$ cat config.mk
export PLATFORM = sky130hd
export DESIGN_NAME = float_div
export DESIGN_NICKNAME = d
export VERILOG_FILES = /design/src/rtl/float_div.sv
export SDC_FILE = /design/constraint.sdc
export NUM_CORES = 1
export LEC_CHECK = 0
export ABC_CLOCK_PERIOD_IN_PS = 3700
export CAP_MARGIN = 25
export CORE_MARGIN = 2
export CORE_UTILIZATION = 46
export DETAILED_ROUTE_END_ITERATION = 7
export GPL_TIMING_DRIVEN = 0
export PLACE_DENSITY = 0.67
export SLEW_MARGIN = 20
export SYNTH_ARGS = -nofsm -noshare
export SYNTH_HDL_FRONTEND = slang
export SYNTH_SLANG_ARGS = --single-unit
$ cat constraint.sdc
create_clock -name clk -period 3.7 [get_ports clk]
set_clock_uncertainty 0.05 [all_clocks]
set_input_delay 0.555 -clock clk [delete_from_list [all_inputs] [get_ports clk]]
set_output_delay 0.555 -clock clk [all_outputs]
set_load 0.01 [all_outputs]
$ cat src/rtl/float_div.sv
// Sequential IEEE-754 single-precision divider (vres = v1 / v2), restoring radix-2, fixed 28-cycle latency.
// Define FLOAT_DIV_RNE_EN for round-to-nearest-even; otherwise the quotient is truncated toward zero.
module float_div (
  input  logic        clk,
  input  logic        rst_n,
  input  logic        start,
  input  logic [31:0] v1,
  input  logic [31:0] v2,
  output logic [31:0] vres,
  output logic        busy,
  output logic        done
);

  // Handshake: start is accepted only in IDLE outside the done cycle; busy is high
  // from the cycle after acceptance until done, and done is a one-cycle pulse with vres valid.
  typedef enum logic [1:0] {IDLE, DIV, RND, DONE} state_t;

  state_t              state;
  state_t              state_d;
  logic [4:0]          cnt;
  logic                sign;
  logic                spec_hit;
  logic [31:0]         spec_val;
  logic [23:0]         m2_q;
  logic [24:0]         r_q;
  logic [25:0]         q_q;
  logic signed [9:0]   e_q;
  logic [31:0]         res_q;

  logic                accept;
  logic [7:0]          e1;
  logic [7:0]          e2;
  logic                z1, z2, i1, i2, n1, n2;
  logic [23:0]         m1;
  logic [23:0]         m2;

  assign accept = (state == IDLE) && start && !done;

  assign e1 = v1[30:23];
  assign e2 = v2[30:23];
  assign z1 = (e1 == 8'd0);
  assign z2 = (e2 == 8'd0);
  assign i1 = (e1 == 8'hFF) && (v1[22:0] == 23'd0);
  assign i2 = (e2 == 8'hFF) && (v2[22:0] == 23'd0);
  assign n1 = (e1 == 8'hFF) && (v1[22:0] != 23'd0);
  assign n2 = (e2 == 8'hFF) && (v2[22:0] != 23'd0);
  assign m1 = {!z1, v1[22:0]};
  assign m2 = {!z2, v2[22:0]};

  always_ff @(posedge clk or negedge rst_n) begin
    if (!rst_n) state <= IDLE;
    else        state <= state_d;
  end

  always_comb begin
    state_d = state;
    case (state)
      IDLE:    if (accept) state_d = DIV;
      DIV:     if (cnt == 5'd25) state_d = RND;
      RND:     state_d = DONE;
      DONE:    state_d = IDLE;
      default: state_d = IDLE;
    endcase
  end

  // Normalisation and rounding of the finished quotient, consumed in RND.
  logic [23:0]       mant;
  logic              guard;
  logic              sticky;
  logic              round_inc;
  logic signed [9:0] e_n;
  logic signed [9:0] e_r;
  logic [24:0]       mant_sum;
  logic [23:0]       mant_r;
  logic [31:0]       rounded;

  always_comb begin
    if (q_q[25]) begin
      mant   = q_q[25:2];
      guard  = q_q[1];
      sticky = q_q[0] | (|r_q);
      e_n    = e_q;
    end else begin
      mant   = q_q[24:1];
      guard  = q_q[0];
      sticky = |r_q;
      e_n    = e_q - 10'sd1;
    end
  end

`ifdef FLOAT_DIV_RNE_EN
  assign round_inc = guard & (sticky | mant[0]);
`else
  logic unused_round_bits;
  assign unused_round_bits = guard ^ sticky;
  assign round_inc = 1'b0;
`endif

  always_comb begin
    mant_sum = {1'b0, mant} + {24'd0, round_inc};
    mant_r   = mant_sum[23:0];
    e_r      = e_n;
    if (mant_sum[24]) begin
      mant_r = 24'h800000;
      e_r    = e_n + 10'sd1;
    end
    if (e_r >= 10'sd255)    rounded = {sign, 8'hFF, 23'd0};
    else if (e_r <= 10'sd0) rounded = {sign, 31'd0};
    else                    rounded = {sign, e_r[7:0], mant_r[22:0]};
  end

  always_ff @(posedge clk or negedge rst_n) begin
    if (!rst_n) begin
      cnt      <= 5'd0;
      sign     <= 1'b0;
      spec_hit <= 1'b0;
      spec_val <= 32'd0;
      m2_q     <= 24'd0;
      r_q      <= 25'd0;
      q_q      <= 26'd0;
      e_q      <= 10'sd0;
      res_q    <= 32'd0;
      vres     <= 32'd0;
      busy     <= 1'b0;
      done     <= 1'b0;
    end else begin
      done <= 1'b0;
      case (state)
        IDLE: begin
          if (accept) begin
            sign <= v1[31] ^ v2[31];
            m2_q <= m2;
            r_q  <= {1'b0, m1};
            q_q  <= 26'd0;
            cnt  <= 5'd0;
            e_q  <= signed'({2'b00, e1}) - signed'({2'b00, e2}) + 10'sd127;
            busy <= 1'b1;
            // Specials are decided now; the divider still runs for constant latency.
            if (n1 || n2 || (z1 && z2) || (i1 && i2)) begin
              spec_hit <= 1'b1;
              spec_val <= 32'h7FC00000;
            end else if ((!z1 && z2) || (i1 && !i2)) begin
              spec_hit <= 1'b1;
              spec_val <= {v1[31] ^ v2[31], 8'hFF, 23'd0};
            end else if (z1 || i2) begin
              spec_hit <= 1'b1;
              spec_val <= {v1[31] ^ v2[31], 31'd0};
            end else begin
              spec_hit <= 1'b0;
              spec_val <= 32'd0;
            end
          end
        end
        DIV: begin
          if (r_q >= {1'b0, m2_q}) begin
            r_q <= (r_q - {1'b0, m2_q}) << 1;
            q_q <= {q_q[24:0], 1'b1};
          end else begin
            r_q <= r_q << 1;
            q_q <= {q_q[24:0], 1'b0};
          end
          cnt <= cnt + 5'd1;
        end
        RND: begin
          res_q <= spec_hit ? spec_val : rounded;
        end
        DONE: begin
          vres <= res_q;
          done <= 1'b1;
          busy <= 1'b0;
        end
        default: ;
      endcase
    end
  end

endmodule

* After elaboration in Yosys (flattened, before gate mapping)
Index checks and enable logic that the tools add are counted.
** Operators by class
- Add/sub/neg operators :: 5
- Magnitude comparators :: 3
- Equal/unequal tests :: 8
- Muxes and demuxes :: 25
- Bitwise gates (word level) :: 1
- Reduce and logical (&&, ||, !) cells :: 32
** Operator list (count)
- $mux 32 :: 4
- $mux 31 :: 2
- $pmux 26 s2 :: 1
- $mux 25 :: 2
- $pmux 25 s2 :: 1
- $logic_not 23->1 :: 2
- $reduce_bool 23->1 :: 2
- $mux 26 :: 1
- $ge 25x24->1 :: 1
- $sub 24x24->24 :: 1
- $mux 23 :: 1
- $eq 8x8->1 const B :: 2
- $logic_not 8->1 :: 2
- $add 9x8->10 const B :: 1
- $ge 10x9->1 const B :: 1
- $le 10x1->1 const B :: 1
- $logic_and 1x1->1 :: 10
- $mux 10 :: 1
- $pmux 5 s2 :: 1
- $sub 10x2->10 const B :: 1
- $sub 8x8->9 :: 1
- $pmux 2 s4 :: 1
- $reduce_and 2->1 :: 4
- $mux 1 :: 6
- other kinds (13) :: 24
** Storage, ports and cells
- Register bits after elaboration :: 192
- Bits of input ports :: 67
- Output and inout bits :: 34
- Logic and storage cells :: 87

* Depth between registers and ports, before layout
Gate-level depths: netlist of the first run.
- Depth after elaboration :: 7
- Gate-level depth with buffers :: 13
- Gate-level depth less buffers :: 12

* Worst setup path after synthesis of the first run
OpenSTA, ideal clock, no wires.
- Path kind :: input-to-reg
- Start :: input port v1[23]
- End :: register e_q[8]
- Library setup time :: 132 ps
- Arrival time :: 2608 ps
- Data required time :: 3518 ps
- Slack :: 909 ps
- Stages :: 11
- Buffers on the path :: 0
- Cell sequence :: inv_1 -> ha_1 -> inv_1 -> fa_1 -> a21o_1 -> a21oi_1 -> xnor2_1 -> a2111oi_0 -> nor2b_1 -> or3_1 -> o211ai_1
** Between the ends
- Word-level cells in the longest chain between the ends :: 2
** RTL lines
- start, declared :: RTL line 7 : input logic [31:0] v1,
- $sub 8x8->9 :: RTL line 136 : e_q <= signed'({2'b00, e1}) - signed'({2'b00, e2}) + 10'sd127;
- $add 9x8->10 :: RTL line 136
- end signal, assigned :: RTL line 136
- end, declared :: RTL line 27 : logic signed [9:0] e_q;
No other way between the ends.
A chain may end at the register's enable or synchronous reset.

* Worst setup path in the final report of the first run
- Start :: register r_q[10]
- End :: register r_q[12]
** Between the ends
- Word-level cells in the longest chain between the ends :: 3
- Elaborated cells between the ends (all ways) :: 4
- Classes of those cells :: add/sub: 1; order compare: 1; mux: 2
** RTL lines
- start, declared :: RTL line 25 : logic [24:0] r_q;
- start signal, assigned :: RTL line 133 : r_q <= {1'b0, m1};
- start signal, assigned :: RTL line 156 : r_q <= (r_q - {1'b0, m2_q}) << 1;
- start signal, assigned :: RTL line 159 : r_q <= r_q << 1;
- $sub 24x24->24 or $ge 25x24->1 (tied branches) :: RTL line 156, 155
- $mux 25 (*) :: RTL line 155 : if (r_q >= {1'b0, m2_q}) begin
- $pmux 25 s2 (*) :: RTL line 128 : case (state)
Mark *: on every way between the ends. The rest lies on a longest branch, timed or not.

==> summary by stage, run 1 <==
Setup path
Across all register-to-register paths, the minimum setup slack is 230 ps. The endpoint type of the worst setup path is a flip-flop. The reg-to-reg critical path endpoint is r_q[12]. The path type of the worst setup path is flip-flop to flip-flop. STA puts the critical path data required time at between 3000 and 4000 ps. Data on the critical path arrives at its endpoint at approximately 3700 ps. STA classifies the critical path startpoint as a flip-flop. The worst register-to-register path begins at r_q[10].

The number of cells on the worst reg-to-reg path is 10. Along the worst path, the maximum fanout reaches 10.

Global routing
For this run the aggregate overflow at the end of global routing stands at 0. Global routing consumed, over all layers together, between 20% and 30% of the routing resources. The via count of the first global-routing pass is between 7000 and 8000. Entering global routing, the biggest net connects 91 pins. The number of antenna violations at the first check in global routing was 0. The first global-routing pass estimated 37900 um of wire.

Route
The detail route stage leaves a number of antenna-violating nets equal to 0. The vias after detailed routing is approximately 7600. Wires add up to ~23000 um.

The number of DRC markers in iteration 0 is 375. The first TritonRoute pass finished after 7 iterations. Using the TritonRoute via totals, the vias-per-cell ratio works out to between 5 and 6. In the routed design, unresolved DRC markers number 0. In the final routed layout, each cell accounts on average for 16.6 um.

STA
The number of slew-limit violations in the final report is 0. The final critical path takes up between 90% and 100% of the cycle. Setup repair after global routing left no endpoint under its margin. Setup slack on the critical path of the routed design comes to approximately 230 ps. Timing would allow up to around 290 MHz.

In the final timing run, aggregate negative setup slack is 0 ps. The final setup violation count is 0. The headroom to the max-slew limit is 52.1%. Hold is met by around 13 ps.

The total count of hold-check failures in the final report is 0. The worst path needs about 3500 ps of the cycle, external delays included. The transition time at the pin with the least slew margin is around 700 ps.

Power
In this run the power density over the cells is between 800 and 900 nW/um2. The clock share of power is between 10% and 20%. The design draws around 0.010 W.

For this design the total switching power over the nets is around 0.0045 W. The worst IR drop on VDD is between 0.5 and 0.6 mV. The internal power of the cells totals 0.00552 W. The proportion of power drawn by flip-flops and latches is between 20 and 30%. For this design the static power due to leakage is 4.82 nW. In this run, the combinational gates consume a little over half of the power. The fraction of power spent switching nets is approximately 45%.

Placement
The global placement routability congestion is between 0.9 and 1. The post-placement setup slack is ~27 ps. The wire-length estimate of the detail-placed layout is 17000 um. The count of port buffers added during placement is 100.

Yosys
The synthesized instance count is approximately 980. Among all flip-flop cells after synthesis, the most frequent one is dfrtp_1. The average size of a mapped cell is between 9 and 10 um2. Synthesis inferred roughly 160 register bits. For this run, asynchronously set or reset flops after synthesis account for 100%. In this run the cell area of the synthesized design comes to between 9000 and 10000 um2. The number of nets handed over by synthesis was about 1100. During synthesis, Yosys emitted a total of 0 warnings.

The synthesized netlist contains 60 unique library cells. The sequential fraction of the synthesis area is approximately 45%. Counting flops with a built-in enable in the synthesized netlist gives 0.

CTS
In this run the clock root is driven by a clkbuf_16. The clock tree synthesis step divided the H-tree into 4 levels. Counting every sink on the clock net gives ~160. After clock tree synthesis, the clock-pin slew on the worst setup and hold paths is ~70 ps. The buffers inserted during post-CTS setup optimization is 0.

Buffers inserted during clock tree synthesis total 17. The TritonCTS clock tree is yes. The clock tree buffer depth is 2. Clock latency on the worst-skew pair, taken at its later pin, is about 440 ps.

Cells and area
The area growth from synthesis to layout is 21.7%. The number of nets in the finished design is about 1200. Cells fill a little under three fifths of the core in the end. The most common library cell in the layout ignoring fill and taps is dfrtp_1. The fraction of layout instances using a drive strength above 1 is 7.74%. The repair_antennas step left the layout with diodes totalling 0. Leaving out fill and tap cells, the most frequent cells in the layout are dfrtp_1, clkdlybuf4s50_1, nor2_1.

Min path
The type of the tightest min-delay check is primary input to async pin.

Floorplanning
The total area inside the core boundary comes to between 15000 and 20000 um2. The die covers ~21000 um2. The overall die height is ~140 um.

The number of top-level pins is roughly 100. The floorplan step set the die width to 145 um. The initial standard-cell utilization of the core is around 47%. The row count is between 50 and 60.

Job
Across the run, the number of max-cap violations was 0.

Outcome
The run finished with clean final reports.
[sequential cells by signal (all words and copies together), names as in the netlist]
signal and cells:
busy 1, cnt 5, done 1, e_q 10
m2_q 24, q_q 26, r_q 25, res_q 32
sign 1, spec_hit 1, spec_val 3, state 2
vres 32
[worst max-delay path by stage]
stage,depth (start not counted),slack [ps],start,end
after floorplan,11,910,v1[23],e_q[8]
after global placement,1,-4650,rst_n,m2_q[19]
after detailed placement,11,30,v2[23],e_q[8]
after CTS,10,90,r_q[10],r_q[6]
after global routing,10,30,r_q[10],r_q[12]
final,10,230,r_q[10],r_q[12]
[layout make-up]
class,count,area [um2]
clock inverters,15,189
plain buffers,47,198
fillers,1735,8340
inverters,79,297
repair buffers,101,1030
flip-flops and latches,163,4080
multi-input cells,689,4570
clock buffers,17,425
well taps,265,332
[cells in the mapped netlist (all sizes together), types with 3 or more instances]
cell	number	area, um2
a211oi	12	90.1
a21o	19	144
a21oi	61	305
a22o	25	219
a31oi	6	37.5
and3	3	18.8
buf	10	56.3
clkbuf	37	139
dfrtp	163	4080
ha	41	513
inv	79	297
mux2	32	360
mux2i	30	300
nand2	90	338
nand2b	7	43.8
nand3	10	55.1
nand4	12	75.1
nor2	95	359
nor2b	9	56.3
nor3	12	60.1
nor4	20	125
o2111ai	3	26.3
o211ai	7	52.6
o21a	6	45.0
o21ai	57	289
o21bai	4	30.0
o221ai	8	70.1
o22ai	37	231
o31ai	3	22.5
or2	4	25.0
or3	7	48.8
xnor2	21	184
xor2	20	175
[power by group through the flow]
| stage | clock network, W | logic (W) | registers, W |
|---|---|---|---|
| 2_1_floorplan | 0 | 0.00396 | 0.00269 |
| 3_3_place_gp | 0 | 0.00523 | 0.00275 |
| 3_5_place_dp | 0 | 0.00534 | 0.00277 |
| 4_1_cts | 0.00184 | 0.00539 | 0.00274 |
| 5_1_grt | 0.00192 | 0.00603 | 0.00282 |
| 6_report | 0.00181 | 0.00543 | 0.00275 |
[cell families (layout without fill, tap and decap cells)]
group                    after synthesis  after routing  synth area share [%]
buffers and inverters                126            259                  5.38
AND/OR/NAND/NOR                      281            281                  14.3
adder cells (fa/ha/maj)               43             43                  6.05
multiplexers                          62             62                  7.23
XOR/XNOR                              41             41                  3.93
AO/OA/AOI/OAI                        262            262                  18.5
flip-flops                           163            163                  44.6
[worst max-delay path: stages (launching register included)]
cell	delay, ps
dfrtp_1	430
ha_1	370
a21o_1	210
a211oi_1	370
o22ai_1	220
nor4b_1	550
o31a_1	230
buf_2	230
buf_2	330
mux2i_1	250
a21oi_1	90
[layer usage]
metal  vias to the layer above  share of wire, %  global-route usage, %
met3                        33               5.4                   4.28
met4                         0               1.4                   4.80
met5                         -                 0                      0
li1                       3719                 -                      -
met2                       205                48                   38.2
met1                      3668                45                   29.1
[stage by stage]
stage	cells	area (um2)
after detailed placement	1344	10500
after global routing	1376	11100
after floorplan	978	9140
final	1376	11100
after CTS	1376	11100
after global placement	1343	10500
[what timing repair did]
action / 4_1_cts / 5_1_grt
setup endpoints to repair: 0 / 11
hold buffers: 0 / 0
resized for setup: 0 / 3
No activity file was read; power rests on OpenSTA's default activity.
==> run 2: changes to the inputs <==
DONT_BUFFER_PORTS = 1   (was default)
PLACE_DENSITY = default   (was 0.67)
==> run 2 against run 1 <==
- the run now ends with negative hold slack left
- sequential share of layout area rose by 3.7 points
- cell count fell by 7.3%
- sequential power rose by 2%
- via count fell by 6.3%
- die area did not move
- critical path type unchanged
==> summary by stage, run 2 (synthesis gave the netlist of run 1 again) <==
Outcome
The run finished, with violations left. The final reports fail on negative hold slack.

STA
Subtracting the final worst setup slack from the clock period gives about 3500 ps. In this run the tightest slew margin relative to its limit is roughly half. Setup repair after global routing left no endpoint under its margin.

The total count of hold-check failures in the final report was around 160. The number of slew-limit violations in the final report came to 0. At the pin with the least slew margin, the transition time is 737 ps. The post-route setup TNS is 0 ps. The worst hold margin is -235 ps. The maximum operating frequency is 284 MHz. The part of the cycle the worst path needs is a little over nine tenths.

Setup violations remaining at the end of the flow were counted as 0.

Job
The max capacitance violation total is 0.

CTS
The number of clock sinks seen by CTS is approximately 160. Buffers added to address setup during post-CTS repair amount to 0. The clock insertion delay at the later pin of the skew report is ~430 ps. In this run the number of H-tree levels came out at 4. The TritonCTS clock tree is yes. The cell at the root of the clock tree is clkbuf_16. Counting the buffers created by CTS gives 17. The clock tree buffer depth is 2.

The clock transition at the registers of the reported paths is 70 ps.

Global routing
The largest net degree at the start of global routing is ~160. The via count of the first global-routing pass is 7210. The global-route wire length before repair is 37600 um. The total routing resource utilization after global routing is roughly 22%. The total overflow left after global routing is 0. The number of antenna violations at the first check in global routing came to 0.

Cells and area
The fraction of layout instances using a drive strength above 1 is 8.22%. For this run, the post-layout net count is approximately 1100. The number of antenna diodes is 0. In the final layout, the registers with the most flip-flops are res_q x32, vres x32, q_q x26. Leaving out fill and tap cells, the most frequent cell in the layout is dfrtp_1. The post-synthesis to final-layout area growth is 10.4%. Leaving out fill and tap cells, the most frequent cells in the layout are dfrtp_1, nor2_1, nand2_1.

Setup path
The endpoint type of the worst setup path is a flip-flop. The reg-to-reg critical path endpoint is r_q[18]. The critical path is of the flip-flop to flip-flop type. The worst setup slack for register-to-register paths is 180 ps. The endpoint arrival time on the critical path is ~3800 ps.

STA classifies the critical path startpoint as a flip-flop. In this run the critical register-to-register path is launched from r_q[10]. At the worst endpoint, the required time is about 4000 ps. Counting cells, the worst reg-to-reg path comes to 10.

The critical path launch point is r_q[10]. Of all nets on the critical path, the largest fanout is 10.

Min path
The type of the tightest min-delay check is primary input to async pin.

Floorplanning
The number of top-level pins is a little over 100. Once the floorplan was initialized, standard cells occupied a little under half of the core. The core region is 19500 um2. The floorplan step set the die width to about 140 um. The overall die area is around 21000 um2.

In this run the core area contains 51 standard-cell rows. The overall die height is approximately 140 um.

Route
The mean routed wirelength per cell is ~18 um. The number of vias per cell is between 5 and 6. Once detail routing completed, the nets flagged for antenna violations numbered 0. The number of DRC markers in iteration 0 is approximately 400. The first TritonRoute pass finished after 5 iterations. For this block, the routed nets add up to 22500 um of wire. In the routed design, unresolved DRC markers number 0. The vias after detailed routing is 7142.

Power
Dividing total power by cell area gives a power density of ~960 nW/um2. In this run the static leakage power is about 4.4 nW. Across the VDD grid, the largest voltage drop is 0.511 mV.

Placement
The count of port buffers added during placement is 0. Detailed placement ended at an HPWL of between 15000 and 20000 um. At the end of routability-driven placement, the weighted congestion stood at about 0.89.
-- run 2: cell types whose count changed in the layout (fill, tap and decap cells not counted) --
cell	delta
nor4b_2	+1
clkbuf_1	+1
nor4b_1	-1
buf_8	-1
buf_16	-1
clkbuf_2	-2
clkdlybuf4s50_1	-99
inv_6	-1
inv_8	+1
buf_1	+1
-- run 2: worst max path at each step --
stage	to	slack [ps]	cells after the start
2_1_floorplan	e_q[8]	910	11
3_3_place_gp	r_q[18]	20	10
3_5_place_dp	r_q[18]	70	10
4_1_cts	r_q[18]	20	10
5_1_grt	r_q[18]	3	10
6_report	r_q[18]	180	10
-- run 2: report_power, final --
| group | leakage, nW | switching (W) | internal [W] |
|---|---|---|---|
| sequential | 2.12 | 0.000458 | 0.00234 |
| clock | 0.303 | 0.000846 | 0.000977 |
| combinational | 2.01 | 0.00305 | 0.00201 |
| total | 4.43 | 0.00436 | 0.00533 |
-- run 2: area by class of cell --
type                    instances  area, um2
fillers                      1840       9370
multi-input cells             689       4580
flip-flops and latches        163       4080
clock buffers                  17        425
well taps                     265        332
inverters                      79        297
plain buffers                  47        195
clock inverters                15        191
-- run 2: repair_timing --
| item | 4_1_cts | 5_1_grt |
|---|---|---|
| hold endpoints to repair | 163 | 163 |
| setup endpoints to repair | 0 | 18 |
| resized for setup | 0 | 1 |
-- run 2: per-layer routing --
layer  up-vias  track usage (%)  share of wire (%)
met5         -                0                  0
met4         0             6.53                2.0
met3        32             5.85                6.0
met2       184             35.9                 46
met1      3403             29.3                 46
li1       3523                -                  -
-- run 2: stage by stage --
step                power [W]  area (um2)  worst slack, ps  instances  util [%]
finish                0.00969       10100              176       1275      51.9
detailed placement    0.00784        9470             66.3       1243      48.7
global placement      0.00780        9470             22.1       1243      48.7
CTS                   0.00971       10100             16.1       1275      51.8
global route           0.0105       10100             3.13       1275      51.9
floorplan             0.00665        9140              909        978         -
-- run 2: critical path, cell delays in order, from the launching register on --
cell and delay, ps:
dfrtp_1 430, ha_1 370, a21o_1 220, a211oi_1 350
o22ai_1 220, nor4b_2 460, o31a_1 220, buf_2 230
buf_1 550, a21oi_1 170, a21oi_1 160
